`src/rtl/cnn_axi_pkg.sv`:
```
// Shared definitions for the CNN AXI read loaders: FSM state encoding,
// AXI AR-channel constants and beat geometry.
package cnn_axi_pkg;

  typedef enum logic [1:0] {
    ST_IDLE = 2'd0,
    ST_ADDR = 2'd1,
    ST_DATA = 2'd2,
    ST_FIN  = 2'd3
  } ifm_state_e;

  localparam logic [2:0] AXI_SIZE_32B   = 3'd5;
  localparam logic [1:0] AXI_BURST_INCR = 2'b01;

  localparam int BEAT_BYTES = 32;
  localparam int BEAT_SHIFT = $clog2(BEAT_BYTES);
  // Beats that fit in one 4 KB AXI page.
  localparam int PAGE_BEATS = 4096 / BEAT_BYTES;

endpackage

```
`src/rtl/ifm_burst_calc.sv`:
```
// Combinational burst sizing: the next burst is the smallest of the beats
// still to load, the configured burst cap and the beats left before the
// current address crosses a 4 KB page.
module ifm_burst_calc
  import cnn_axi_pkg::*;
#(
  parameter int REM_WIDTH = 20,
  parameter int LEN_WIDTH = 8,
  parameter int MAX_BURST = 128
) (
  input  logic [REM_WIDTH-1:0]    remaining,
  input  logic [11-BEAT_SHIFT:0]  page_beat,
  output logic [LEN_WIDTH:0]      burst_len
);

  localparam int LW1 = LEN_WIDTH + 1;
  localparam logic [LEN_WIDTH:0] MAX_L  = LW1'(MAX_BURST);
  localparam logic [LEN_WIDTH:0] PAGE_L = LW1'(PAGE_BEATS);

  logic [LEN_WIDTH:0] to_page;
  logic [LEN_WIDTH:0] cap;

  // Clamp the remaining count against the page boundary and the burst cap.
  always_comb begin
    to_page = PAGE_L - LW1'(page_beat);
    cap     = (to_page < MAX_L) ? to_page : MAX_L;
    if (remaining < REM_WIDTH'(cap)) begin
      burst_len = LW1'(remaining);
    end else begin
      burst_len = cap;
    end
  end

endmodule

```
`src/rtl/ifm_burst_loader.sv`:
```
// IFM burst loader: splits a DDR read of total_beats 32-byte beats into
// AXI INCR bursts (page- and cap-limited) and streams each returned beat
// into the IFM buffer one cycle after it is accepted.
// Optional build macro IFM_LOADER_RLAST_CHECK_EN: flag rlast that disagrees
// with the internal beat counter as an error.
module ifm_burst_loader
  import cnn_axi_pkg::*;
#(
  parameter int ADDR_WIDTH     = 32,
  parameter int AXI_WIDTH      = 256,
  parameter int ID_WIDTH       = 4,
  parameter int LEN_WIDTH      = 8,
  parameter int BUF_ADDR_WIDTH = 19,
  parameter int MAX_BURST      = 128
) (
  input  logic                      ACLK,
  input  logic                      ARESETN,
  input  logic                      start,
  input  logic [ADDR_WIDTH-1:0]     src_addr,
  input  logic [BUF_ADDR_WIDTH-1:0] buf_base,
  input  logic [BUF_ADDR_WIDTH:0]   total_beats,
  output logic [ID_WIDTH-1:0]       arid,
  output logic [ADDR_WIDTH-1:0]     araddr,
  output logic [LEN_WIDTH-1:0]      arlen,
  output logic [2:0]                arsize,
  output logic [1:0]                arburst,
  output logic                      arvalid,
  input  logic                      arready,
  input  logic [AXI_WIDTH-1:0]      rdata,
  input  logic [1:0]                rresp,
  input  logic                      rlast,
  input  logic                      rvalid,
  output logic                      rready,
  output logic                      wr_en,
  output logic [BUF_ADDR_WIDTH-1:0] wr_addr,
  output logic [AXI_WIDTH-1:0]      wr_data,
  output logic                      busy,
  output logic                      done,
  output logic                      err
);

  localparam int CNT_W = BUF_ADDR_WIDTH + 1;
  localparam int LW1   = LEN_WIDTH + 1;
  localparam logic [LEN_WIDTH:0] ONE_L = LW1'(1);

  ifm_state_e                state_q, state_d;
  logic                      run_q, run_d;
  logic [ADDR_WIDTH-1:0]     araddr_q, araddr_d;
  logic [LEN_WIDTH-1:0]      arlen_q, arlen_d;
  logic                      arvalid_q, arvalid_d;
  logic                      rready_q, rready_d;
  logic [CNT_W-1:0]          rem_q, rem_d;
  logic [LEN_WIDTH-1:0]      cnt_q, cnt_d;
  logic [BUF_ADDR_WIDTH-1:0] widx_q, widx_d;
  logic                      wr_en_q, wr_en_d;
  logic [BUF_ADDR_WIDTH-1:0] wr_addr_q, wr_addr_d;
  logic [AXI_WIDTH-1:0]      wr_data_q, wr_data_d;
  logic                      busy_q, busy_d;
  logic                      done_q, done_d;
  logic                      err_q, err_d;

  logic [LEN_WIDTH:0]        cur_len;
  logic [ADDR_WIDTH-1:0]     next_addr;
  logic [CNT_W-1:0]          calc_rem;
  logic [11-BEAT_SHIFT:0]    calc_page;
  logic [LEN_WIDTH:0]        calc_len;
  logic [LEN_WIDTH-1:0]      new_arlen;
  logic                      beat_ok;
  logic                      beat_last;
  logic                      rlast_err;

  // Length and address of the burst in flight, and where the next one starts.
  assign cur_len   = {1'b0, arlen_q} + ONE_L;
  assign next_addr = araddr_q + (ADDR_WIDTH'(cur_len) << BEAT_SHIFT);
  assign beat_ok   = rready_q && rvalid;
  assign beat_last = (cnt_q == arlen_q);

  // In IDLE the first burst is sized from the request; afterwards from
  // what is left once the current burst completes.
  assign calc_rem  = (state_q == ST_IDLE) ? total_beats : rem_q;
  assign calc_page = (state_q == ST_IDLE) ? src_addr[11:BEAT_SHIFT]
                                          : next_addr[11:BEAT_SHIFT];
  assign new_arlen = LEN_WIDTH'(calc_len - ONE_L);

  ifm_burst_calc #(
    .REM_WIDTH (CNT_W),
    .LEN_WIDTH (LEN_WIDTH),
    .MAX_BURST (MAX_BURST)
  ) u_calc (
    .remaining (calc_rem),
    .page_beat (calc_page),
    .burst_len (calc_len)
  );

`ifdef IFM_LOADER_RLAST_CHECK_EN
  assign rlast_err = beat_ok && (rlast != beat_last);
`else
  // rlast carries no information here; the beat counter alone ends a burst.
  logic unused_rlast;
  assign unused_rlast = rlast;
  assign rlast_err    = 1'b0;
`endif

  // Next-state and next-output logic for the loader FSM.
  always_comb begin
    state_d   = state_q;
    run_d     = 1'b1;
    araddr_d  = araddr_q;
    arlen_d   = arlen_q;
    arvalid_d = arvalid_q;
    rready_d  = rready_q;
    rem_d     = rem_q;
    cnt_d     = cnt_q;
    widx_d    = widx_q;
    wr_en_d   = 1'b0;
    wr_addr_d = wr_addr_q;
    wr_data_d = wr_data_q;
    busy_d    = busy_q;
    done_d    = 1'b0;
    err_d     = err_q;
    unique case (state_q)
      ST_IDLE: begin
        if (run_q && start) begin
          err_d  = 1'b0;
          widx_d = buf_base;
          rem_d  = total_beats;
          if (total_beats == '0) begin
            state_d = ST_FIN;
            done_d  = 1'b1;
          end else begin
            state_d   = ST_ADDR;
            busy_d    = 1'b1;
            arvalid_d = 1'b1;
            araddr_d  = src_addr;
            arlen_d   = new_arlen;
          end
        end
      end
      ST_ADDR: begin
        if (arvalid_q && arready) begin
          arvalid_d = 1'b0;
          rready_d  = 1'b1;
          cnt_d     = '0;
          rem_d     = rem_q - CNT_W'(cur_len);
          state_d   = ST_DATA;
        end
      end
      ST_DATA: begin
        if (beat_ok) begin
          wr_en_d   = 1'b1;
          wr_data_d = rdata;
          wr_addr_d = widx_q;
          widx_d    = widx_q + BUF_ADDR_WIDTH'(1);
          cnt_d     = cnt_q + LEN_WIDTH'(1);
          if (rresp != 2'b00 || rlast_err) begin
            err_d = 1'b1;
          end
          if (beat_last) begin
            rready_d = 1'b0;
            if (rem_q != '0) begin
              state_d   = ST_ADDR;
              arvalid_d = 1'b1;
              araddr_d  = next_addr;
              arlen_d   = new_arlen;
            end
          end
        end else if (!rready_q) begin
          // Final write went out last cycle; report completion now.
          state_d = ST_FIN;
          done_d  = 1'b1;
          busy_d  = 1'b0;
        end
      end
      ST_FIN: begin
        state_d = ST_IDLE;
      end
      default: state_d = ST_IDLE;
    endcase
  end

  // State and registered outputs; reset clears everything at once, and
  // run_q holds off start for one edge after reset release.
  always_ff @(posedge ACLK or negedge ARESETN) begin
    if (!ARESETN) begin
      state_q   <= ST_IDLE;
      run_q     <= 1'b0;
      araddr_q  <= '0;
      arlen_q   <= '0;
      arvalid_q <= 1'b0;
      rready_q  <= 1'b0;
      rem_q     <= '0;
      cnt_q     <= '0;
      widx_q    <= '0;
      wr_en_q   <= 1'b0;
      wr_addr_q <= '0;
      wr_data_q <= '0;
      busy_q    <= 1'b0;
      done_q    <= 1'b0;
      err_q     <= 1'b0;
    end else begin
      state_q   <= state_d;
      run_q     <= run_d;
      araddr_q  <= araddr_d;
      arlen_q   <= arlen_d;
      arvalid_q <= arvalid_d;
      rready_q  <= rready_d;
      rem_q     <= rem_d;
      cnt_q     <= cnt_d;
      widx_q    <= widx_d;
      wr_en_q   <= wr_en_d;
      wr_addr_q <= wr_addr_d;
      wr_data_q <= wr_data_d;
      busy_q    <= busy_d;
      done_q    <= done_d;
      err_q     <= err_d;
    end
  end

  assign arid    = '0;
  assign araddr  = araddr_q;
  assign arlen   = arlen_q;
  assign arsize  = run_q ? AXI_SIZE_32B : 3'd0;
  assign arburst = run_q ? AXI_BURST_INCR : 2'd0;
  assign arvalid = arvalid_q;
  assign rready  = rready_q;
  assign wr_en   = wr_en_q;
  assign wr_addr = wr_addr_q;
  assign wr_data = wr_data_q;
  assign busy    = busy_q;
  assign done    = done_q;
  assign err     = err_q;

endmodule

```
`config.mk`:
```
export PLATFORM = sky130hd
export DESIGN_NAME = ifm_burst_loader
export DESIGN_NICKNAME = d
export VERILOG_FILES = /design/src/rtl/cnn_axi_pkg.sv /design/src/rtl/ifm_burst_calc.sv /design/src/rtl/ifm_burst_loader.sv
export SDC_FILE = /design/constraint.sdc
export NUM_CORES = 1
export LEC_CHECK = 0
export CAP_MARGIN = 20
export CELL_PAD_IN_SITES_DETAIL_PLACEMENT = 0
export CELL_PAD_IN_SITES_GLOBAL_PLACEMENT = 1
export CORE_AREA = 2 2 262 264
export DETAILED_ROUTE_END_ITERATION = 10
export DIE_AREA = 0 0 264 266
export PLACE_DENSITY_LB_ADDON = 0.1
export SYNTH_ARGS = -nofsm -noshare
export SYNTH_HDL_FRONTEND = slang
export SYNTH_SLANG_ARGS = --single-unit
```
`constraint.sdc`:
```
create_clock -name ACLK -period 5.4 [get_ports ACLK]
set_clock_uncertainty 0.2 [all_clocks]
set_input_delay 1.08 -clock ACLK [delete_from_list [all_inputs] [get_ports ACLK]]
set_output_delay 1.08 -clock ACLK [all_outputs]
set_load 0.02 [all_outputs]
```
Word-level counts from Yosys, hierarchy flattened:

Cells that the tools add are included.

* flip-flop bits (word level): 371
* bits of input ports: 335
* output and inout port bits: 330
* word-level logic and storage cells: 121

* multiplexer cells: 60
* add/sub/neg operators: 7
* magnitude comparators: 2
* equality and inequality tests: 16
* reductions and logical operators: 21

Operators with widths (count)
* $mux W32: 5
* $mux W8: 8
* $pmux W32 S2: 1
* $mux W20: 3
* $pmux W20 S2: 1
* $mux W19: 2
* $pmux W19 S2: 1
* $add A32 B14 Y32: 1
* $pmux W8 S2: 2
* $mux W1: 21
* $logic_not A20 Y1: 1
* $lt A20 B9 Y1: 1
* $reduce_bool A20 Y1: 1
* $sub A20 B9 Y20: 1
* $add A19 B1 Y19 const B: 1
* $ne A2 B2 Y1 const B: 8
* $mux W2: 7
* $reduce_and A5 Y1: 2
* $add A8 B1 Y9 const B: 1
* $lt A9 B8 Y1 const B: 1
* $mux W9: 1
* $ne A3 B3 Y1 const B: 3
* $reduce_and A3 Y1: 3
* $sub A8 B7 Y9 const A: 1
* 19 further kinds: 29

Logic depth before layout (Yosys ltp):

Gate-level depths: netlist of the first run.

* depth after elaboration: 13
* depth in mapped cells: 24
* gate-level depth less buffers: 23

Hierarchy:

From an unflattened synthesis of the first run, not the netlist that was laid out.

* cells, all modules: 2014
* area, all modules: 17311.6 µm²

By module, submodules not included
* ifm_burst_loader: instances 1, sequential area each 9283.9 µm², cells each 1951, area each 16858.7 µm²
* ifm_burst_calc: instances 1, sequential area each 0.0 µm², cells each 63, area each 452.9 µm²

Worst setup path after synthesis of the first run:

Ideal clock, no wire load.

* path kind: reg2reg
* start: register arlen_q[1], in the netlist arlen[1]
* end: register arlen_q[6], in the netlist arlen[6]
* path buffers: 1
* arrival time: 4809 ps
* data required time: 5118 ps
* stages on the path, launching flop included: 24
* library setup time: 82 ps
* period minus slack after synthesis: 5091 ps
* slack: 309 ps
* path through: dfrtp_1 -> ha_1 -> nand3_1 -> nor2_1 -> xor2_1 -> ha_1 -> nor3b_1 -> a211oi_1 -> o221ai_2 -> a211o_4 -> or2_2 -> ha_1 -> a21oi_1 -> o21ai_0 -> a21oi_1 -> and3_1 -> buf_6 -> nor2_1 -> a21oi_1 -> ha_1 -> and3_2 -> a31oi_1 -> or4_1 -> a31oi_1

* word-level cells in the longest chain between the ends: 13
* elaborated cells on any way between the ends: 18
* classes of those cells: add/sub: 4; order compare: 2; eq/ne: 2; mux: 9; reduce/logical: 1

Ends and longest elaborated chain
* start, declared: line ifm_burst_loader.sv:49 `logic [LEN_WIDTH-1:0] arlen_q, arlen_d;`
* start signal, assigned: line ifm_burst_loader.sv:204 `arlen_q <= arlen_d;`
* $add A8 B1 Y9: line ifm_burst_loader.sv:73 `assign cur_len = {1'b0, arlen_q} + ONE_L;`
* $add A32 B14 Y32: line ifm_burst_loader.sv:74 `assign next_addr = araddr_q + (ADDR_WIDTH'(cur_len) << BEAT_SHIFT);`
* $mux W7: line ifm_burst_loader.sv:81 `assign calc_page = (state_q == ST_IDLE) ? src_addr[11:BEAT_SHIFT]`
* $sub A8 B7 Y9: line ifm_burst_calc.sv:25 `to_page = PAGE_L - LW1'(page_beat);`
* $lt A9 B8 Y1: line ifm_burst_calc.sv:26 `cap = (to_page < MAX_L) ? to_page : MAX_L;`
* $mux W9: line ifm_burst_calc.sv:26
* $lt A20 B9 Y1: line ifm_burst_calc.sv:27 `if (remaining < REM_WIDTH'(cap)) begin`
* $mux W8: line ifm_burst_calc.sv:27
* $sub A8 B1 Y8: line ifm_burst_loader.sv:83 `assign new_arlen = LEN_WIDTH'(calc_len - ONE_L);`
* $mux W8: line ifm_burst_loader.sv:160 `if (rem_q != '0) begin`
* $mux W8: line ifm_burst_loader.sv:158 `if (beat_last) begin`
* $mux W8: line ifm_burst_loader.sv:149 `if (beat_ok) begin`
* $pmux W8 S2: line ifm_burst_loader.sv:121 `unique case (state_q)`

Several ways; a longest one is shown, not always the timed one. The select of a mux whose other input is x is not followed.
A chain may end at the register's enable or synchronous reset.

Worst setup path after layout of the first run:

* start: register arlen_q[0], in the netlist arlen[0]
* end: register arlen_q[6], in the netlist arlen[6]

Same word-level chain as after synthesis.

==> flow_metrics.tcl, run 1 <==
set metrics [dict create \
    finalHoldViolations 0 \
    vias 16574 \
    cts_sinks 371 \
    dieWidth_um 264 \
    cp_max_fo 5 \
    fmax_mhz 195 \
    period_share_pct 94.9 \
    ant_nets 0 \
    syn_area_per_cell_um2 8.53 \
    final_net_count 3045 \
    ios 665 \
    cts_tree "done" \
    worstSetupStartpointType "flop" \
    io_buffers 657 \
    wl_per_cell_um 20.9 \
    ys_top_cells_by_count "nand2_1 (929), dfrtp_1 (371), a21oi_1 (100)" \
    period_needed_ps 5130 \
    yosys_register_bits 371 \
    finalWeightedCongestion 0.851 \
    core_area_um2 67700 \
    tightest_slew_ps 1100 \
    ys_warn_count 0 \
    hold_buffers 0 \
    routed_wl_um 75300 \
    synth_adder_area_share_pct 2.41 \
    synth_top_area_share_pct 53.8 \
    die_h_um 266 \
    hold_class "reg2reg" \
    synth_compound_area_share_pct 11.0 \
    grt_overflow 0 \
    netlist_instances 2022 \
    power.total_mw 18.3 \
    clk_pin_slew_ps 60 \
    dr.pass1.iters 5 \
    setup_viol 0 \
    h-tree-depth 2 \
    synth-edff-count 0 \
    drive_gt1_share_pct 6.96 \
    synth-main-ff-cell "dfrtp_1" \
    fillers 6860 \
    rrSetupSlack_ps 270 \
    grt_max_degree 183 \
    antenna_found_initial 17 \
    endpoint_kind "flop" \
    path_class "reg2reg" \
    ys_types 82 \
    cts.path.max_buffers 3 \
    grt_usage_pct 20.9 \
    numCtsBuffers 47 \
    maxSlewHeadroom_pct 26.7 \
    p_leak_nw 12.2 \
    async_flop_share_pct 100 \
    drt_iter0_drc 865 \
    synth-seq-area-share_pct 53.8 \
    drv_cap 0 \
    synth-xor-area-share_pct 1.73 \
    synth_area_um2 17200 \
    hpwl_um 56200 \
    syn_to_final_growth_pct 54.9 \
    drc 0 \
    root_buffer "clkbuf_16" \
    synthMuxAreaShare_pct 0.791 \
    synth_area_leaders "dfrtp_1 (54%), nand2_1 (20%), a21oi_1 (2.9%)" \
    synth_most_common_cell "nand2_1" \
    utilization_pct 39.4 \
    power.density_nw_per_um2 684 \
    grt_pass1_vias 16856 \
    post-synth-top-area-cell "dfrtp_1" \
    slew_viol_final 0 \
    num_rows 96 \
    grt_pass1_wl_um 112000 \
    synth_top_family_by_area "simple AND/OR/NAND/NOR gates" \
    die_area_um2 70200 \
    crit_arrival_ps 5410 \
    status "completed" \
    cp.required_ps 5690 \
    synthSimpleGateAreaFrac_pct 26.7 \
    vias_per_cell 4.60 \
    ir_drop_uv 268 \
    clk_latency_ps 570 \
    start_util_pct 25.5 \
]
-- worst paths after layout --
path | endpoint | start | cells after the start
worst max register to register | arlen[6] | arlen[0] | 20
worst max-delay path | arlen[6] | arlen[0] | 20
min in group asynchronous | araddr[24] | ARESETN | 1
worst min register to register | wr_addr[12] | wr_addr[12] | 2
worst min-delay path | wr_addr[12] | wr_addr[12] | 2
max in group asynchronous | wr_data[201] | ARESETN | 3
-- sequential cells by signal, summed over array words and instances, names as in the netlist, 2 cells and up --
signal / flops
widx_q: 19
wr_data: 256
arlen: 8
wr_addr: 19
state_q: 2
rem_q: 20
araddr: 32
cnt_q: 8
-- critical path, stage by stage, from the launching register on --
cell and delay, ps:
dfrtp_2 430, inv_1 100, ha_2 220, fa_2 410, a21o_1 180, a211o_1 300
a31o_2 300, a211o_4 270, or2_2 300, ha_1 300, a21oi_1 130, o21ai_0 110
a21oi_1 170, and3_4 220, nor2_1 50, a21oi_1 150, ha_2 240, and3_2 180
a31oi_1 70, or4_1 540, a31oi_1 170
-- area by class of cell --
type                            count  area [um2]  area share [%]
Sequential cell                   371        9290            34.8
Multi-Input combinational cell   1521        7530            28.2
Timing Repair Buffer              713        7050            26.4
Clock buffer                       75        1470            5.52
Tap cell                          882        1100            4.13
Clock inverter                     13         159           0.595
Inverter                           24        97.6           0.365
Antenna cell                        3        7.51          0.0281
-- cells in the final DEF (no fill, tap or decap), types with 7 or more instances in the layout --
cell type / count
buf_4: 52
nand2_1: 929
nand3_1: 39
inv_1: 23
clkdlybuf4s50_1: 656
o21a_1: 7
xnor2_1: 21
mux2i_1: 8
a21oi_1: 99
ha_1: 25
conb_1: 7
o22ai_1: 26
o31ai_1: 7
nor3_1: 15
or2_2: 7
xor2_1: 7
clkbuf_8: 15
o211ai_1: 8
nor4_1: 12
dfrtp_1: 368
clkbuf_16: 49
a31oi_1: 20
and3_1: 17
clkinv_2: 8
a2bb2oi_1: 10
a21o_1: 11
nand4_1: 9
nor2_1: 73
o21ai_0: 47
clkbuf_1: 11
-- logic make-up (layout without fill, tap and decap cells) --
group / Yosys count / in the layout
AO/OA/AOI/OAI: 293 / 293
XOR/XNOR: 34 / 34
adder cells (fa/ha/maj): 32 / 32
buffers and inverters: 135 / 825
flip-flops: 371 / 371
multiplexers: 13 / 13
other: 2 / 10
AND/OR/NAND/NOR: 1142 / 1142
-- through the flow --
step | area (um2) | setup TNS (ps) | std cells | worst slack (ps) | hold WS, ps
5_1_grt | 26700 | -16.9 | 3601 | -15.3 | 285
3_5_place_dp | 24900 | 0 | 3506 | 67.4 | 261
6_report | 26700 | 0 | 3602 | 274 | 270
3_3_place_gp | 24900 | -40.8 | 3506 | -40.8 | 256
4_1_cts | 26500 | 0 | 3594 | 75.6 | 275
2_1_floorplan | 17300 | 0 | 2027 | 309 | 253
-- timing repair --
action                                  4_1_cts  5_1_grt
setup buffers                                 0        5
endpoints found under the setup margin        0        4
resized for setup                             0       26
-- routing by layer --
layer	global-route usage [%]	vias to the layer above	share of wire (%)
met5	0	-	0.12
li1	-	7950	-
met4	4.73	14	2.1
met2	36.7	461	51
met1	24.7	8039	40
met3	6.71	110	7.3
-- where the power goes --
group | total, mW | switching (mW) | internal (mW) | leakage [nW]
sequential | 5.04 | 0.955 | 4.09 | 4.53
clock | 3.31 | 1.29 | 2.01 | 0.812
combinational | 9.94 | 5.62 | 4.32 | 6.90
total | 18.3 | 7.86 | 10.4 | 12.2
No activity file was read; power rests on OpenSTA's default activity.
==> inputs of run 2 (changes only) <==
--- a/config.mk
+++ b/config.mk
@@ -8,9 +8,9 @@
 export CAP_MARGIN = 20
 export CELL_PAD_IN_SITES_DETAIL_PLACEMENT = 0
 export CELL_PAD_IN_SITES_GLOBAL_PLACEMENT = 1
-export CORE_AREA = 2 2 262 264
+export CORE_AREA = 3 3 256 258
 export DETAILED_ROUTE_END_ITERATION = 10
-export DIE_AREA = 0 0 264 266
+export DIE_AREA = 0 0 259 261
 export PLACE_DENSITY_LB_ADDON = 0.1
 export SYNTH_ARGS = -nofsm -noshare
 export SYNTH_HDL_FRONTEND = slang
==> flow_metrics.tcl, run 2 (synthesis gave the netlist of run 1 again) <==
set metrics [dict create \
    status "completed" \
    maxSlewHeadroom_pct 13.4 \
    syn_to_final_growth_pct 53.2 \
    power.total_mw 17.9 \
    die_area_um2 67600 \
    setup_viol 0 \
    hold_class "reg2reg" \
    grt_usage_pct 21.6 \
    power.density_nw_per_um2 677 \
    clk_pin_slew_ps 60 \
    min_to "wr_data[73]" \
    die_h_um 261 \
    hpwl_um 56800 \
    vias 16553 \
    period_share_pct 93.6 \
    clk_latency_ps 570 \
    setup_ws_ps 345 \
    place_area_um2 24900 \
    pre_cts_slack_ps 75.9 \
    path_class "reg2reg" \
    p_leak_nw 12.1 \
    reg2regPathDepth 23 \
    ir_drop_uv 265 \
    num_rows 92 \
    min_path_cells 2 \
    root_buffer "clkbuf_16" \
    drive_gt1_share_pct 6.18 \
    tightest_slew_ps 1300 \
    grt_pass1_vias 16782 \
    grt_max_degree 204 \
    wl_per_cell_um 21.2 \
    worstSetupStartpointType "flop" \
    numCtsBuffers 47 \
    cp.required_ps 5670 \
    cts_sinks 371 \
    finalHoldViolations 0 \
    crit_arrival_ps 5330 \
    drv_cap 0 \
    cts_tree "done" \
    period_needed_ps 5060 \
    grt_overflow 0 \
    drt_iter0_drc 937 \
    cts.path.max_buffers 3 \
    utilization_pct 41.8 \
    fmax_mhz 198 \
    start_util_pct 27.3 \
    finalWeightedCongestion 0.855 \
    core_area_um2 63200 \
    io_buffers 657 \
    final_net_count 3041 \
    antenna_found_initial 29 \
    cp_max_fo 6 \
    layout_commonest_cell "nand2_1" \
    r2r_end "arlen[6]" \
    reg2reg_from "arlen[0]" \
    tns_ps 0 \
    dieWidth_um 259 \
    drc 0 \
    hold_buffers 0 \
    h-tree-depth 2 \
    slew_viol_final 0 \
    rrSetupSlack_ps 340 \
    hold_path.startpoint "wr_data[73]" \
    routed_wl_um 75700 \
    ios 665 \
    stdcell_area_um2 26400 \
    grt_pass1_wl_um 110000 \
    ant_nets 0 \
    mostFrequentLayoutCells "nand2_1 (929), clkdlybuf4s50_1 (656), dfrtp_1 (369)" \
    vias_per_cell 4.64 \
    endpoint_kind "flop" \
    largest_reg_flops 256 \
    dr.pass1.iters 5 \
]
run 2: cell count changes in the layout (fill, tap and decap cells not counted), moves of 2 or more:
| cell | previous run | this run |
|---|---|---|
| xnor2_1 | 21 | 25 |
| xnor2_2 | 4 | 0 |
| ha_1 | 25 | 28 |
| bufinv_16 | 3 | 1 |
| a21oi_2 | 1 | 3 |
| diode_2 | 3 | 15 |
| clkbuf_1 | 11 | 9 |
| clkbuf_8 | 15 | 11 |
| ha_4 | 3 | 1 |
| buf_4 | 52 | 48 |
| clkbuf_16 | 49 | 47 |
run 2: final cells by class:
type                       count  area [um2]
multi-input combinational   1521        7450
sequential                   371        9290
fill                        6218       36800
clock buffer                  67        1360
tap                          846        1060
inverter                      24        97.6
timing repair buffer         709        7020
antenna                       15        37.5
clock inverter                11        98.8
run 2: power by group:
part	leakage, nW	internal [mW]	total [mW]	switching [mW]
Clock	0.729	1.79	3.03	1.25
Combinational	6.85	4.23	9.84	5.60
Sequential	4.53	4.08	5.01	0.930
run 2: routing by layer:
| layer | part of all wire [%] | up-vias | track usage, % |
|---|---|---|---|
| met5 | 0.15 | - | 0 |
| met4 | 3.2 | 18 | 7.99 |
| met3 | 8.0 | 127 | 7.41 |
| met2 | 50 | 517 | 37.3 |
| met1 | 38 | 7925 | 24.8 |
| li1 | - | 7966 | - |
run 2: through the flow:
stage | hold WS [ps] | std cells
CTS | 275 | 3547
global route | 287 | 3562
global placement | 257 | 3469
floorplan | 253 | 2027
finish | 269 | 3564
detailed placement | 261 | 3469
run 2: how the worst max path moves through the flow:
| stage | from | to | slack (ps) | cells after the start |
|---|---|---|---|---|
| final | arlen[0] | arlen[6] | 340 | 23 |
| after global routing | arlen[0] | arlen[6] | -3 | 22 |
| after floorplan | arlen[1] | arlen[6] | 310 | 23 |
| after global placement | src_addr[8] | arlen[6] | 40 | 18 |
| after detailed placement | src_addr[8] | arlen[6] | 80 | 18 |
| after CTS | arlen[2] | arlen[6] | 150 | 21 |
run 2: what timing repair did:
item,4_1_cts,5_1_grt
setup endpoints to repair,0,3
gates resized for setup,0,13
buffers inserted,0,2
run 2: worst max-delay path, stage by stage, from the launching register on:
cell	delay [ps]
dfrtp_1	350
buf_4	140
and3_1	150
nand3_1	120
xnor2_1	200
ha_1	410
nor3b_1	90
a211oi_2	230
o221ai_2	210
a211o_4	350
or2_2	310
nand2_1	110
ha_1	230
nand3_1	80
a311oi_1	50
o21ai_1	190
and3_4	240
nor2_1	50
a21oi_1	130
ha_2	240
and3_2	170
a31oi_1	50
or4_1	520
a31oi_1	170
==> inputs of run 3 (changes only) <==
--- a/config.mk
+++ b/config.mk
@@ -5,7 +5,6 @@
 export SDC_FILE = /design/constraint.sdc
 export NUM_CORES = 1
 export LEC_CHECK = 0
-export CAP_MARGIN = 20
 export CELL_PAD_IN_SITES_DETAIL_PLACEMENT = 0
 export CELL_PAD_IN_SITES_GLOBAL_PLACEMENT = 1
 export CORE_AREA = 3 3 256 258
==> results of run 3 <==
Same layout as run 2: the final DEF is identical, and so are final timing and power.
==> edit: new RTL, settings of run 1 <==
`LEN_WIDTH` is set to 8 in 2 places; all go to 4.
--- a/src/rtl/ifm_burst_calc.sv
+++ b/src/rtl/ifm_burst_calc.sv
@@ -5,7 +5,7 @@
   import cnn_axi_pkg::*;
 #(
   parameter int REM_WIDTH = 20,
-  parameter int LEN_WIDTH = 8,
+  parameter int LEN_WIDTH = 4,
   parameter int MAX_BURST = 128
 ) (
   input  logic [REM_WIDTH-1:0]    remaining,
--- a/src/rtl/ifm_burst_loader.sv
+++ b/src/rtl/ifm_burst_loader.sv
@@ -9,7 +9,7 @@
   parameter int ADDR_WIDTH     = 32,
   parameter int AXI_WIDTH      = 256,
   parameter int ID_WIDTH       = 4,
-  parameter int LEN_WIDTH      = 8,
+  parameter int LEN_WIDTH      = 4,
   parameter int BUF_ADDR_WIDTH = 19,
   parameter int MAX_BURST      = 128
 ) (
Interface: changed (resized arlen); port bits go from 665 to 661. The function was not compared with the original's and may differ.
==> edit against run 1 <==
  * Count of clock-buffer cells in the layout shrank 3
  * Register-to-register slack gained 1.8 ns
  * Wire length shrank 12%
  * Sequential power shrank 4.0%
  * Sequential share of layout area grew 2.3 points
  * Power shrank 22%
  * Cell area shrank 8.9%
  * Synthesized area shrank 9.6%
  * Maximum frequency grew 50%
  * Sequential cell count shrank 11
  * Worst setup slack gained 1.7 ns
  * Cell count shrank 8.3%
==> edit: results (changes against run 1) <==
status finished clean; GPL Wtd Cong 0.800 (-5.9%); CP max FO 20 (+15); first-pass GRT wire length 98500 um (-12%); Seq. pwr 4840 uW (-4.0%); FF-to-FF path depth 5 (-75%); CTS Buf Count 46 (-2.1%); Total Routing Usage GR 18.3% (-2.6 points); adder-cell share of the synthesized area 0.642% (-1.8 points); Seq/Total Area, Yosys 57.8% (+4.0 points); pre-CTS WS 1.44 ns (+1.38 ns); number of global-route vias before repair 15000 (-11%); Metal-1 WL 26000 um (-13%); FF-to-FF End araddr[9]; sw power 5800 uW (-26%); WP data arrival 3.67 ns (-1.74 ns); DR WL met3 5110 um (-6.8%); Netlist cell types 65 (-21%); post-synthesis compound-gate area fraction 9.53% (-1.5 points); layout cells sized above 1 4.51% (-2.4 points); Power Density 585 nW/um2 (-14%); PortBufs 653 (-0.61%); R2R Path Start state_q[0]; Iteration-0 DRC Markers 928 (+7.3%); crit path max-delay cell type o31ai_4; Max VDD drop 0.251 mV (-6.4%); met2 usage 31.8% (-4.9 points); vias 14700 (-11%); routed wire length on met2 33500 um (-12%); Leak 0.0110 uW (-9.9%); hold_ws 0.269 ns (-0.000361 ns); Max transition margin 13.3% (-13 points); DR vias/cell 4.46 (-3.0%)
edit: final cells by class:
class                      count  area [um2]
fill                        6929       43400
sequential                   360        9010
timing repair buffer         668        6720
multi-input combinational   1299        6050
clock buffer                  72        1340
tap                          882        1100
clock inverter                 8        58.8
inverter                      11        48.8
antenna                        3        7.51
edit: worst max-delay path by stage:
stage	endpoint	slack [ns]	cells after the start
floorplan	araddr[0]	2.52	4
global placement	araddr[9]	1.47	7
detailed placement	araddr[5]	1.44	7
CTS	araddr[9]	1.99	5
global route	araddr[9]	1.74	5
finish	araddr[15]	1.98	7
edit: worst register-to-register path: stages, from the launching register on:
cell	delay [ns]
dfrtp_1	0.88
inv_1	0.49
nand2_1	0.27
o22ai_4	0.28
nor2_2	0.70
mux2_2	0.41
edit: stage by stage:
stage               cell area [um2]  util, %
CTS                           24300     35.9
global placement              22900     33.8
detailed placement            22900     33.8
floorplan                     15600        -
global route                  24300     35.9
finish                        24300     35.9
